===== src/rtl/cmp_search_pkg.sv =====
// Shared types for the compare-search initiator: FSM state encoding and the
// largest comparator latency the wait counter is sized for.
package cmp_search_pkg;

    typedef enum logic [1:0] {
        IDLE,
        WAIT,
        EVAL,
        DONE
    } search_state_t;

    localparam int CMP_LAT_MAX = 7;

endpackage


===== src/rtl/cmp_search_ctrl.sv =====
// Binary-search initiator for a registered lt/eq/gt comparator: drives probe values
// at an externally held target and reports the located value.
module cmp_search_ctrl
    import cmp_search_pkg::*;
#(
    parameter int N       = 8,
    parameter int CMP_LAT = 1
) (
    input  logic         clk,
    input  logic         rst,
    input  logic         start,
    input  logic [N-1:0] lo_init,
    input  logic [N-1:0] hi_init,
    output logic [N-1:0] probe,
    input  logic         cmp_lt,
    input  logic         cmp_eq,
    input  logic         cmp_gt,
    output logic         busy,
    output logic         done,
    output logic         found,
    output logic         err,
    output logic [N-1:0] result
);

    localparam int                WCNT_W      = $clog2(CMP_LAT_MAX + 1);
    localparam logic [WCNT_W-1:0] WCNT_RELOAD = WCNT_W'(CMP_LAT - 1);

    search_state_t     state_q, state_d;
    logic [N:0]        lo_q, lo_d, hi_q, hi_d;
    logic [WCNT_W-1:0] wcnt_q, wcnt_d;
    logic [N-1:0]      probe_q, probe_d, result_q, result_d;
    logic              busy_q, busy_d, done_q, done_d;
    logic              found_q, found_d, err_q, err_d;
    logic [N:0]        probe_x, lo_step, hi_step;

    function automatic logic [N-1:0] mid_of(input logic [N:0] lo, input logic [N:0] hi);
        return N'(lo + ((hi - lo) >> 1));
    endfunction

    always_comb begin
        state_d  = state_q;
        lo_d     = lo_q;
        hi_d     = hi_q;
        wcnt_d   = wcnt_q;
        probe_d  = probe_q;
        result_d = result_q;
        busy_d   = busy_q;
        done_d   = 1'b0;
        found_d  = found_q;
        err_d    = err_q;
        probe_x  = {1'b0, probe_q};
        lo_step  = probe_x + (N+1)'(1);
        hi_step  = probe_x - (N+1)'(1);

        case (state_q)
            IDLE: begin
                if (start) begin
                    found_d  = 1'b0;
                    err_d    = 1'b0;
                    result_d = '0;
                    if (lo_init <= hi_init) begin
                        lo_d    = {1'b0, lo_init};
                        hi_d    = {1'b0, hi_init};
                        probe_d = mid_of({1'b0, lo_init}, {1'b0, hi_init});
                        wcnt_d  = WCNT_RELOAD;
                        busy_d  = 1'b1;
                        state_d = WAIT;
                    end else begin
                        done_d  = 1'b1;
                        state_d = DONE;
                    end
                end
            end
            WAIT: begin
                if (wcnt_q == '0) begin
                    state_d = EVAL;
                end else begin
                    wcnt_d = wcnt_q - WCNT_W'(1);
                end
            end
            EVAL: begin
                case ({cmp_lt, cmp_eq, cmp_gt})
                    3'b010: begin
                        found_d  = 1'b1;
                        result_d = probe_q;
                        done_d   = 1'b1;
                        state_d  = DONE;
                    end
                    3'b100, 3'b001: begin
                        if (cmp_lt) begin
                            lo_d = lo_step;
                        end else begin
                            hi_d = hi_step;
                        end
                        // Stepping past the bound the probe sits on empties the range;
                        // decided before hi_step can underflow at probe 0.
                        if ((cmp_lt && probe_x == hi_q) || (cmp_gt && probe_x == lo_q)) begin
                            done_d  = 1'b1;
                            state_d = DONE;
                        end else begin
                            probe_d = cmp_lt ? mid_of(lo_step, hi_q) : mid_of(lo_q, hi_step);
                            wcnt_d  = WCNT_RELOAD;
                            state_d = WAIT;
                        end
                    end
                    default: begin
                        err_d   = 1'b1;
                        found_d = 1'b0;
                        done_d  = 1'b1;
                        state_d = DONE;
                    end
                endcase
            end
            DONE: begin
                busy_d  = 1'b0;
                state_d = IDLE;
            end
            default: state_d = IDLE;
        endcase
    end

    always_ff @(posedge clk) begin
        if (rst) begin
            state_q  <= IDLE;
            lo_q     <= '0;
            hi_q     <= '0;
            wcnt_q   <= '0;
            probe_q  <= '0;
            result_q <= '0;
            busy_q   <= 1'b0;
            done_q   <= 1'b0;
            found_q  <= 1'b0;
            err_q    <= 1'b0;
        end else begin
            state_q  <= state_d;
            lo_q     <= lo_d;
            hi_q     <= hi_d;
            wcnt_q   <= wcnt_d;
            probe_q  <= probe_d;
            result_q <= result_d;
            busy_q   <= busy_d;
            done_q   <= done_d;
            found_q  <= found_d;
            err_q    <= err_d;
        end
    end

    assign probe  = probe_q;
    assign busy   = busy_q;
    assign done   = done_q;
    assign found  = found_q;
    assign err    = err_q;
    assign result = result_q;

endmodule


===== config.mk =====
export PLATFORM = sky130hd
export DESIGN_NAME = cmp_search_ctrl
export DESIGN_NICKNAME = d
export VERILOG_FILES = /design/src/rtl/cmp_search_pkg.sv /design/src/rtl/cmp_search_ctrl.sv
export SDC_FILE = /design/constraint.sdc
export NUM_CORES = 1
export LEC_CHECK = 0
export ABC_CLOCK_PERIOD_IN_PS = 3850
export BUFFER_PORTS_ARGS = -buffer_cell sky130_fd_sc_hd__buf_2
export CORE_MARGIN = 10
export CORE_UTILIZATION = 55
export CTS_CLUSTER_SIZE = 14
export DETAILED_ROUTE_END_ITERATION = 7
export GPL_ROUTABILITY_DRIVEN = 0
export PLACE_DENSITY = 0.87
export SETUP_SLACK_MARGIN = 0.02
export SLEW_MARGIN = 20
export SYNTH_ARGS = -nofsm -noshare
export SYNTH_HDL_FRONTEND = slang
export SYNTH_SLANG_ARGS = --single-unit

===== constraint.sdc =====
create_clock -name clk -period 3.85 [get_ports clk]
set_input_delay 0.1925 -clock clk [delete_from_list [all_inputs] [get_ports clk]]
set_output_delay 0.1925 -clock clk [all_outputs]
set_load 0.1 [all_outputs]

# ---- Yosys cells after proc, flatten, opt, wreduce, memory -nomap -nowiden
# Cells that the tools add are included.
dict set report totals {
  in_bits 22
  regBits 43
  out_inout_bits 20
  wordCells 102
}
dict set report classes {
  n_mux 44
  add_sub_neg 9
  order_cmp 1
  n_eq_ne 19
  reduce_logical 19
}
# op count
set ops {}
lappend ops {{9-bit two-way mux} 8}
lappend ops {{8-bit two-way mux} 7}
lappend ops {{9-bit one-hot mux with 2 select lines} 2}
lappend ops {{8-bit one-hot mux with 2 select lines} 2}
lappend ops {{8-bit adder} 3}
lappend ops {{2-bit inequality test, second input constant} 10}
lappend ops {{8-bit by 9-bit == test with 1-bit output} 2}
lappend ops {{9-bit subtractor} 2}
lappend ops {{3-bit two-way mux} 5}
lappend ops {{5-bit AND reduction} 3}
lappend ops {{3-bit AND reduction} 4}
lappend ops {{2-bit two-way mux} 5}
lappend ops {{1-bit one-hot mux with 2 select lines} 5}
lappend ops {{8-bit by 1-bit adder with 9-bit output, second input constant} 1}
lappend ops {{3-bit one-hot mux with 3 select lines} 1}
lappend ops {{8-bit by 1-bit subtractor with 9-bit output, second input constant} 1}
lappend ops {{8-bit by 8-bit subtractor with 9-bit output} 1}
lappend ops {{8-bit <= comparator} 1}
lappend ops {{1-bit two-way mux} 8}
lappend ops {{2-bit one-hot mux with 4 select lines} 1}
lappend ops {{6-bit AND reduction} 1}
lappend ops {{2-bit == test, second input constant} 2}
lappend ops {{2-bit nonzero test} 2}
lappend ops {{3-bit by 1-bit == test with 1-bit output, second input constant} 1}
lappend ops {{13 further kinds} 14}

# ---- Longest topological paths before layout
# Gate-level depths: netlist of the first run.
dict set report depth {
  ltp_word 7
  ltp_mapped 21
  ltp_nobuf 20
}

# ---- Worst setup path after synthesis of the first run
# No wires, ideal clock.
dict set report synth_path {
  path_kind {register -> register}
  startpoint {reg probe_q[0], in the netlist probe[0]}
  endpoint {reg probe_q[4], in the netlist probe[4]}
  setup_time_ps 70
  path_stages_with_launch 19
  path_slack_ps -741
  t_required_ps 3780
  path_buffers 0
  arrival_time_ps 4521
  period_less_slack_ps 4591
  cell_sequence {dfxtp_1 -> inv_1 -> ha_1 -> inv_1 -> ha_1 -> nor2b_1 -> o21ai_0 -> nand2_1 -> xnor2_1 -> ha_1 -> nor2b_1 -> or2_2 -> or2_2 -> a221oi_1 -> nor3_1 -> xnor2_1 -> a211oi_1 -> o21ai_0 -> a21oi_1}
}
dict set report synth_between {
  elab_chain_cells 7
  elab_cells_between_ends 17
  cone_classes {6 x add/sub; 3 x eq/ne; 4 x mux; 4 x reduce/logical}
}
# element line
set synth_rtl {}
lappend synth_rtl {{from (decl)} cmp_search_ctrl.sv:31} ;# logic [N-1:0] probe_q, probe_d, result_q, result_d;
lappend synth_rtl {{from (signal assigned)} cmp_search_ctrl.sv:139} ;# probe_q <= probe_d;
lappend synth_rtl {{8-bit by 1-bit subtractor with 9-bit output / 8-bit by 1-bit adder with 9-bit output (equally long branches)} {cmp_search_ctrl.sv:53, cmp_search_ctrl.sv:52}}
lappend synth_rtl {{9-bit subtractor} cmp_search_ctrl.sv:37} ;# return N'(lo + ((hi - lo) >> 1));
lappend synth_rtl {{8-bit adder} cmp_search_ctrl.sv:37}
lappend synth_rtl {{8-bit two-way mux} cmp_search_ctrl.sv:101} ;# probe_d = cmp_lt ? mid_of(lo_step, hi_q) : mid_of(lo_q, hi_step);
lappend synth_rtl {{8-bit two-way mux} cmp_search_ctrl.sv:97} ;# if ((cmp_lt && probe_x == hi_q) || (cmp_gt && probe_x == lo_q)) begin
lappend synth_rtl {{8-bit two-way mux} cmp_search_ctrl.sv:82} ;# case ({cmp_lt, cmp_eq, cmp_gt})
lappend synth_rtl {{8-bit one-hot mux with 2 select lines} cmp_search_ctrl.sv:55} ;# case (state_q)
# Several ways; a longest one is shown, not always the timed one. The select of a mux whose other input is x is not followed.
# A chain may end at the register's enable or synchronous reset.

# ---- Final worst setup path of the first run
dict set report layout_path {
  startpoint {reg probe_q[0], in the netlist probe[0]}
  endpoint {reg probe_q[7], in the netlist probe[7]}
}
# The elaborated chain is that of the path after synthesis.

==> results.cfg, run 1 <==
[layout]
num-nets-final = 691
n_antenna_cell = 0
fin_util_pct = 63.73
area_growth_pct = 11.40
stdcell_count = 719
drive_above_1_share_pct = 17.02

[timing]
period_needed_ps = 3730
tightest_slew_ps = 831.0
fmax_mhz = 268.1
whs_ps = 203.7
min_period_over_period_pct = 96.89
fin_worst_skew_ps = 16.98
finalHoldViolCount = 0
relSlewSlack_pct = 44.60
drv_slew = 0
tns_ps = 0
grt_setup_unrepaired = true
setup_viol = 0
setup_slack_ps = 119.6

[floorplanning]
fp.dieW_um = 110.3
dieArea_um2 = 12180
chipHeight_um = 110.3
ios = 42
design.core.area_um2 = 7848
rows = 32
initial_core_util_pct = 57.21

[global_routing]
grt_pass1_vias = 4166
grt_pass1_wl_mm = 20.15
antenna_found_initial = 0
grt_overflow_total = 0
grt_max_degree = 45
track_usage_pct = 20.53

[clock_tree]
cts_buffer_depth = 2
cts-root-buf = clkbuf_8
htree_levels = 2
clk_transition_reported_paths_ps = 110
cts_buffers = 5
clock-sinks = 43
holdBufCountCts = 0
clkLatencyLatePin_ps = 330
cts_tree = built

[detailed_routing]
vias = 4299
drt-total-wl_mm = 12.65
wl_met3_mm = 1.146
ant_nets = 0
wl_met2_mm = 5.900
drc_errors = 0
first_iter_violations = 375
highest_layer = met4
vias_per_cell = 5.979
drtPass1Iterations = 6
met1_length_mm = 5.222
wire_per_inst_um = 17.60

[worst_setup_path]
cp_common_cell = a21o_1
crit_required_ps = 4060
cp_num_buf_inv = 3
path_class = register to register
crit_path_end_kind = register
arrival_ps = 3940
cp_slowest_cell = dfxtp_4
crit_fanout = 4
cp_cell_sequence = inv_1 -> ha_4 -> inv_2 -> ha_1 -> nor2b_1 -> o21ai_0 -> nand2b_1 -> a21o_1 -> a21o_1 -> a21o_1 -> a21oi_2 -> xnor2_1 -> ha_1 -> nor3_1 -> nor2_1 -> o41ai_2 -> xnor2_1 -> o311ai_2 -> buf_4 -> o211ai_2
critPathMaxStageDelay_ps = 380
crit_family = compound AO/OA/AOI/OAI gates
start_kind = register

[yosys]
syn_area_um2 = 4489
avgSynthCellArea_um2 = 7.754
ys.flop_type = dfxtp_1
synth_edf_count = 0
ys_types = 56
ys_ff_latch = 43
synth_cells = 579
syn_nets = 654
yosysSeqAreaShare_pct = 19.18
synthArstFlopShare_pct = 0
yosys_warnings = 0

[place]
pre_cts_ws_ps = 3.303
hpwlAfterDp_mm = 9.650
dp.cells = 705
io_buffer_count = 41

[worst_hold_path]
holdCritPathClass = primary input to register

[status]
outcome = finished clean

[power]
p_per_area_nw_per_um2 = 979.8
vdd.ir_drop.worst_v = 0.0003388
leakagePower_nw = 2.189

[run]
maxCapViolations = 0
final cells by class:
| cell class | instances | area (µm²) |
|---|---|---|
| Tap cell | 102 | 127.6 |
| Clock inverter | 3 | 23.77 |
| Clock buffer | 5 | 68.82 |
| Multi-Input combinational cell | 464 | 3420 |
| Inverter | 46 | 172.7 |
| Timing Repair Buffer | 56 | 317.8 |
| Sequential cell | 43 | 870.8 |
| Fill cell | 665 | 2846 |
cell families (layout without fill, tap and decap cells):
logic type | Yosys count | count (layout) | synth area share (%)
and+or+nand+nor | 174 | 174 | 18.42
AOI/OAI and AO/OA | 140 | 140 | 19.09
xor gates and xnor gates | 72 | 72 | 14.97
buffers and inverters | 72 | 110 | 6.968
adders and majority gates | 56 | 56 | 16.47
DFF | 43 | 43 | 19.18
muxes | 22 | 22 | 4.905
metal layers:
metal / vias to the layer above / track usage, %
li1: 2048 / -
met1: 1963 / 26.26
met2: 255 / 34.18
met3: 33 / 3.076
met4: 0 / 7.523
met5: - / 0
cell usage after synthesis (all sizes together), types with 15 or more instances:
master	instances	area, µm²
inv	46	172.7
dfxtp	43	860.8
xor2	20	182.7
o21ai	36	187.7
nand3	16	85.08
mux2i	22	220.2
a21oi	55	282.8
nor2b	15	93.84
nor2	54	202.7
nand2	48	180.2
ha	47	588.1
xnor2	52	489.2
worst reg2reg max path, delay by kind of cell, from the launching register on:
family | cells | cell delay [ps]
xor+xnor | 2 | 270
flops | 1 | 380
simple gates | 4 | 430
buf+inv | 3 | 320
fa+ha+maj | 3 | 770
compound gates | 8 | 1440
final timing paths:
check	slack, ps	end	from	cells after the start
min	200	lo_q[1]$_SDFFE_PP0P_	lo_init[1]	3
max reg2reg	120	probe[7]$_SDFFE_PP0P_	probe[0]$_SDFFE_PP0P_	20
max	120	probe[7]$_SDFFE_PP0P_	probe[0]$_SDFFE_PP0P_	20
min reg2reg	450	result[3]$_SDFFE_PP0P_	result[3]$_SDFFE_PP0P_	2
cell usage in the layout, fill, tap and decap left out, types with 4 or more instances in the layout:
cell type / count
nor2_1: 53
a21oi_1: 50
xnor2_1: 48
nand2_1: 47
inv_1: 44
ha_1: 44
buf_2: 41
dfxtp_1: 39
o21ai_0: 30
mux2i_1: 22
xor2_1: 18
nand3_1: 15
nor2b_1: 15
buf_4: 15
a21o_1: 13
nand2b_1: 10
nor3_1: 9
a211oi_1: 8
o211ai_1: 6
a21oi_2: 5
o21bai_1: 5
nand4_1: 5
fa_1: 5
clkbuf_8: 5
o21ai_1: 4
metrics by stage:
| step | power (mW) | cell area (µm²) |
|---|---|---|
| detailed placement | 4.254 | 4775 |
| finish | 4.900 | 5001 |
| floorplan | 3.531 | 4512 |
| global placement | 4.075 | 4775 |
| CTS | 4.627 | 4881 |
| global route | 5.258 | 5001 |
registers in the layout, indices dropped and copies added, names as in the netlist:
signal / count
hi_q: 9
state_q: 2
found: 1
err: 1
probe: 8
busy: 1
lo_q: 9
wcnt_q: 3
result: 8
done: 1
where the power goes:
part           switching, mW  internal (mW)
clock network          0.195          0.130
logic                   2.27           1.62
registers              0.160          0.528
total                   2.62           2.28
timing repair:
action | 4_1_cts | 5_1_grt
gates resized for setup | 2 | 18
pin swaps | 0 | 10
setup endpoints to repair | 2 | 4
buffers inserted | 0 | 6
No activity file was read; power rests on OpenSTA's default activity.
==> run 2, diff against run 1 <==
--- a/config.mk
+++ b/config.mk
@@ -5,6 +5,7 @@
 export SDC_FILE = /design/constraint.sdc
 export NUM_CORES = 1
 export LEC_CHECK = 0
+export ABC_AREA = 1
 export ABC_CLOCK_PERIOD_IN_PS = 3850
 export BUFFER_PORTS_ARGS = -buffer_cell sky130_fd_sc_hd__buf_2
 export CORE_MARGIN = 10
==> run 2 against run 1 <==
Setup slack improved by 160 ps; total power decreased by 1.5%; core utilization decreased by 1.3 points; register-to-register slack improved by 160 ps; final area decreased by 3.5%; largest cell class unchanged.
==> results.cfg, run 2 <==
[status]
outcome = finished clean

[timing]
drv_slew = 0
period_needed_ps = 3572
finalHoldViolCount = 0
tightest_slew_ps = 831.5
relSlewSlack_pct = 44.36
setup_viol = 0
min_period_over_period_pct = 92.78
grt_setup_unrepaired = false
fmax_mhz = 279.9
fin_worst_skew_ps = 10.93
tns_ps = 0
setup_slack_ps = 277.8

[yosys]
yosysSeqAreaShare_pct = 19.65
synth_top_area_share_pct = 19.65
ys_ff_latch = 43
synthArstFlopShare_pct = 0
syn_area_um2 = 4382
avgSynthCellArea_um2 = 6.793
yosys-top-cells-count = nand2_1, inv_1, a21oi_1, o21ai_0
ys_types = 43
synth_edf_count = 0
yosys_warnings = 0
synth_cells = 645
yosys-top-cells-area = dfxtp_1, ha_1, nand2_1, inv_1, a21oi_1
syn_nets = 720
yosysMostFrequentCell = nand2_1
synth_top_area_cell = dfxtp_1
ys.flop_type = dfxtp_1

[power]
p_per_area_nw_per_um2 = 1000
leakagePower_nw = 2.478
p_switching_mw = 2.731
pwr-share-clk_pct = 7.4
internal-power_mw = 2.095
vdd.ir_drop.worst_v = 0.0003824
combPwrFrac_pct = 78.1
p_seq_share_pct = 14.6
switching_share_pct = 56.59

[detailed_routing]
ant_nets = 0
vias = 4400
vias_per_cell = 5.612
drc_errors = 0
first_iter_violations = 450
drt-total-wl_mm = 12.19
drtPass1Iterations = 6
wire_per_inst_um = 15.55

[global_routing]
grt_max_degree = 34
grtUsageMet1_pct = 23.70
track_usage_pct = 20.67
busiest_layer = met2
grtUsageMet3_pct = 4.661
grt_pass1_vias = 4409
antenna_found_initial = 0
grt_pass1_wl_mm = 20.13
grt_overflow_total = 0
grt_use_met2_pct = 35.73

[run]
maxCapViolations = 0

[floorplanning]
fp.dieW_um = 109.3
initial_core_util_pct = 56.70
rows = 32
dieArea_um2 = 11940
chipHeight_um = 109.3
ios = 42
design.core.area_um2 = 7727

[worst_setup_path]
crit_required_ps = 4100
arrival_ps = 3820
crit_path_end_kind = register
crit_family = adder cells
critPathMaxStageDelay_ps = 410
path_class = register to register
reg2reg_from = probe[0]$_SDFFE_PP0P_
start_kind = register
cp_common_cell = nand2_1
cp_cell_sequence = clkinvlp_4 -> ha_4 -> xor2_1 -> ha_1 -> nand2_1 -> o21ai_2 -> xnor2_1 -> inv_1 -> ha_1 -> a21oi_2 -> nand2_1 -> nand2_1 -> nand2_1 -> a21oi_1 -> nor2_1 -> nor2_1 -> nor2_1 -> o21ai_1 -> nand2_1 -> nand2_1 -> nand3_1 -> nand2_1 -> nand2_1 -> a21oi_2
cp_slowest_cell = dfxtp_4
cp-startpoint = probe[0]$_SDFFE_PP0P_
crit_fanout = 8
cp_num_buf_inv = 2

[layout]
reg_top3 = hi_q: 9 flops, lo_q: 9 flops
final_cell_mix = nand2_1, inv_1, a21oi_1
n_antenna_cell = 0
num-nets-final = 756
final_common_cell = nand2_1
stdcell_count = 784
design_area_um2 = 4825
drive_above_1_share_pct = 15.54
area_growth_pct = 10.11

[worst_hold_path]
holdCritPathClass = primary input to register
hp-start = hi_init[7]

[clock_tree]
cts_buffers = 5
cts_tree = built
cts-root-buf = clkbuf_8
clock-sinks = 43
clkLatencyLatePin_ps = 310
clk_transition_reported_paths_ps = 90
cts_buffer_depth = 2
htree_levels = 2

[place]
place_area_um2 = 4654
dp.cells = 774
pre_cts_ws_ps = 84.39
io_buffer_count = 41
hpwlAfterDp_mm = 9.816
-- run 2: power by group through the flow --
stage / combinational (mW) / clock, mW / sequential, mW
finish: 3.77 / 0.356 / 0.703
global route: 4.24 / 0.372 / 0.715
CTS: 3.62 / 0.355 / 0.690
detailed placement: 3.60 / 0 / 0.699
global placement: 3.44 / 0 / 0.694
floorplan: 2.63 / 0 / 0.968
-- run 2: worst min-delay path, delay by kind of cell --
kind / cells / cell delay [ps]
simple gates: 1 / 60
compound gates: 1 / 70
buf+inv: 1 / 110
-- run 2: kinds of logic (layout without fill, tap and decap cells) --
logic type | count (synthesis) | after routing | share of synthesized area [%]
AOI/OAI and AO/OA | 144 | 144 | 18.19
xor gates and xnor gates | 46 | 46 | 9.366
adders and majority gates | 53 | 53 | 16.16
buffers and inverters | 123 | 160 | 11.34
DFF | 43 | 43 | 19.65
and+or+nand+nor | 236 | 236 | 25.30
-- run 2: final timing paths --
check	end	cells after the start	slack (ps)
worst min-delay path	hi_q[7]$_SDFFE_PP0P_	3	180
worst max register to register	probe[7]$_SDFFE_PP0P_	24	280
worst max-delay path	probe[7]$_SDFFE_PP0P_	24	280
worst min register to register	busy$_SDFFE_PP0P_	2	460
-- run 2: area by class of cell --
cell class                 count  area (µm²)
multi-input combinational    479        3060
fill                         661        2903
sequential                    43       868.3
inverter                     103       390.4
timing repair buffer          49       265.3
tap                          102       127.6
clock buffer                   5       68.82
clock inverter                 3       43.79
-- run 2: repair_timing --
item                                    CTS  global route
endpoints found under the setup margin    0             4
hold buffers                              0             0
setup buffers                             0             2
gates resized for setup                   0            14
-- run 2: per-stage QoR --
step | util, % | hold slack (ps) | power [mW]
floorplan | - | 352.8 | 3.599
global placement | 60.23 | 447.0 | 4.136
detailed placement | 60.23 | 448.2 | 4.300
CTS | 61.69 | 174.6 | 4.669
global route | 62.44 | 196.0 | 5.323
finish | 62.44 | 176.5 | 4.826
-- run 2: metal layers --
metal  vias to the layer above  share of wire (%)
li1                       2193                  -
met1                      1971                 40
met2                       188                 48
met3                        48                8.0
met4                         0                4.1
met5                         -                  0
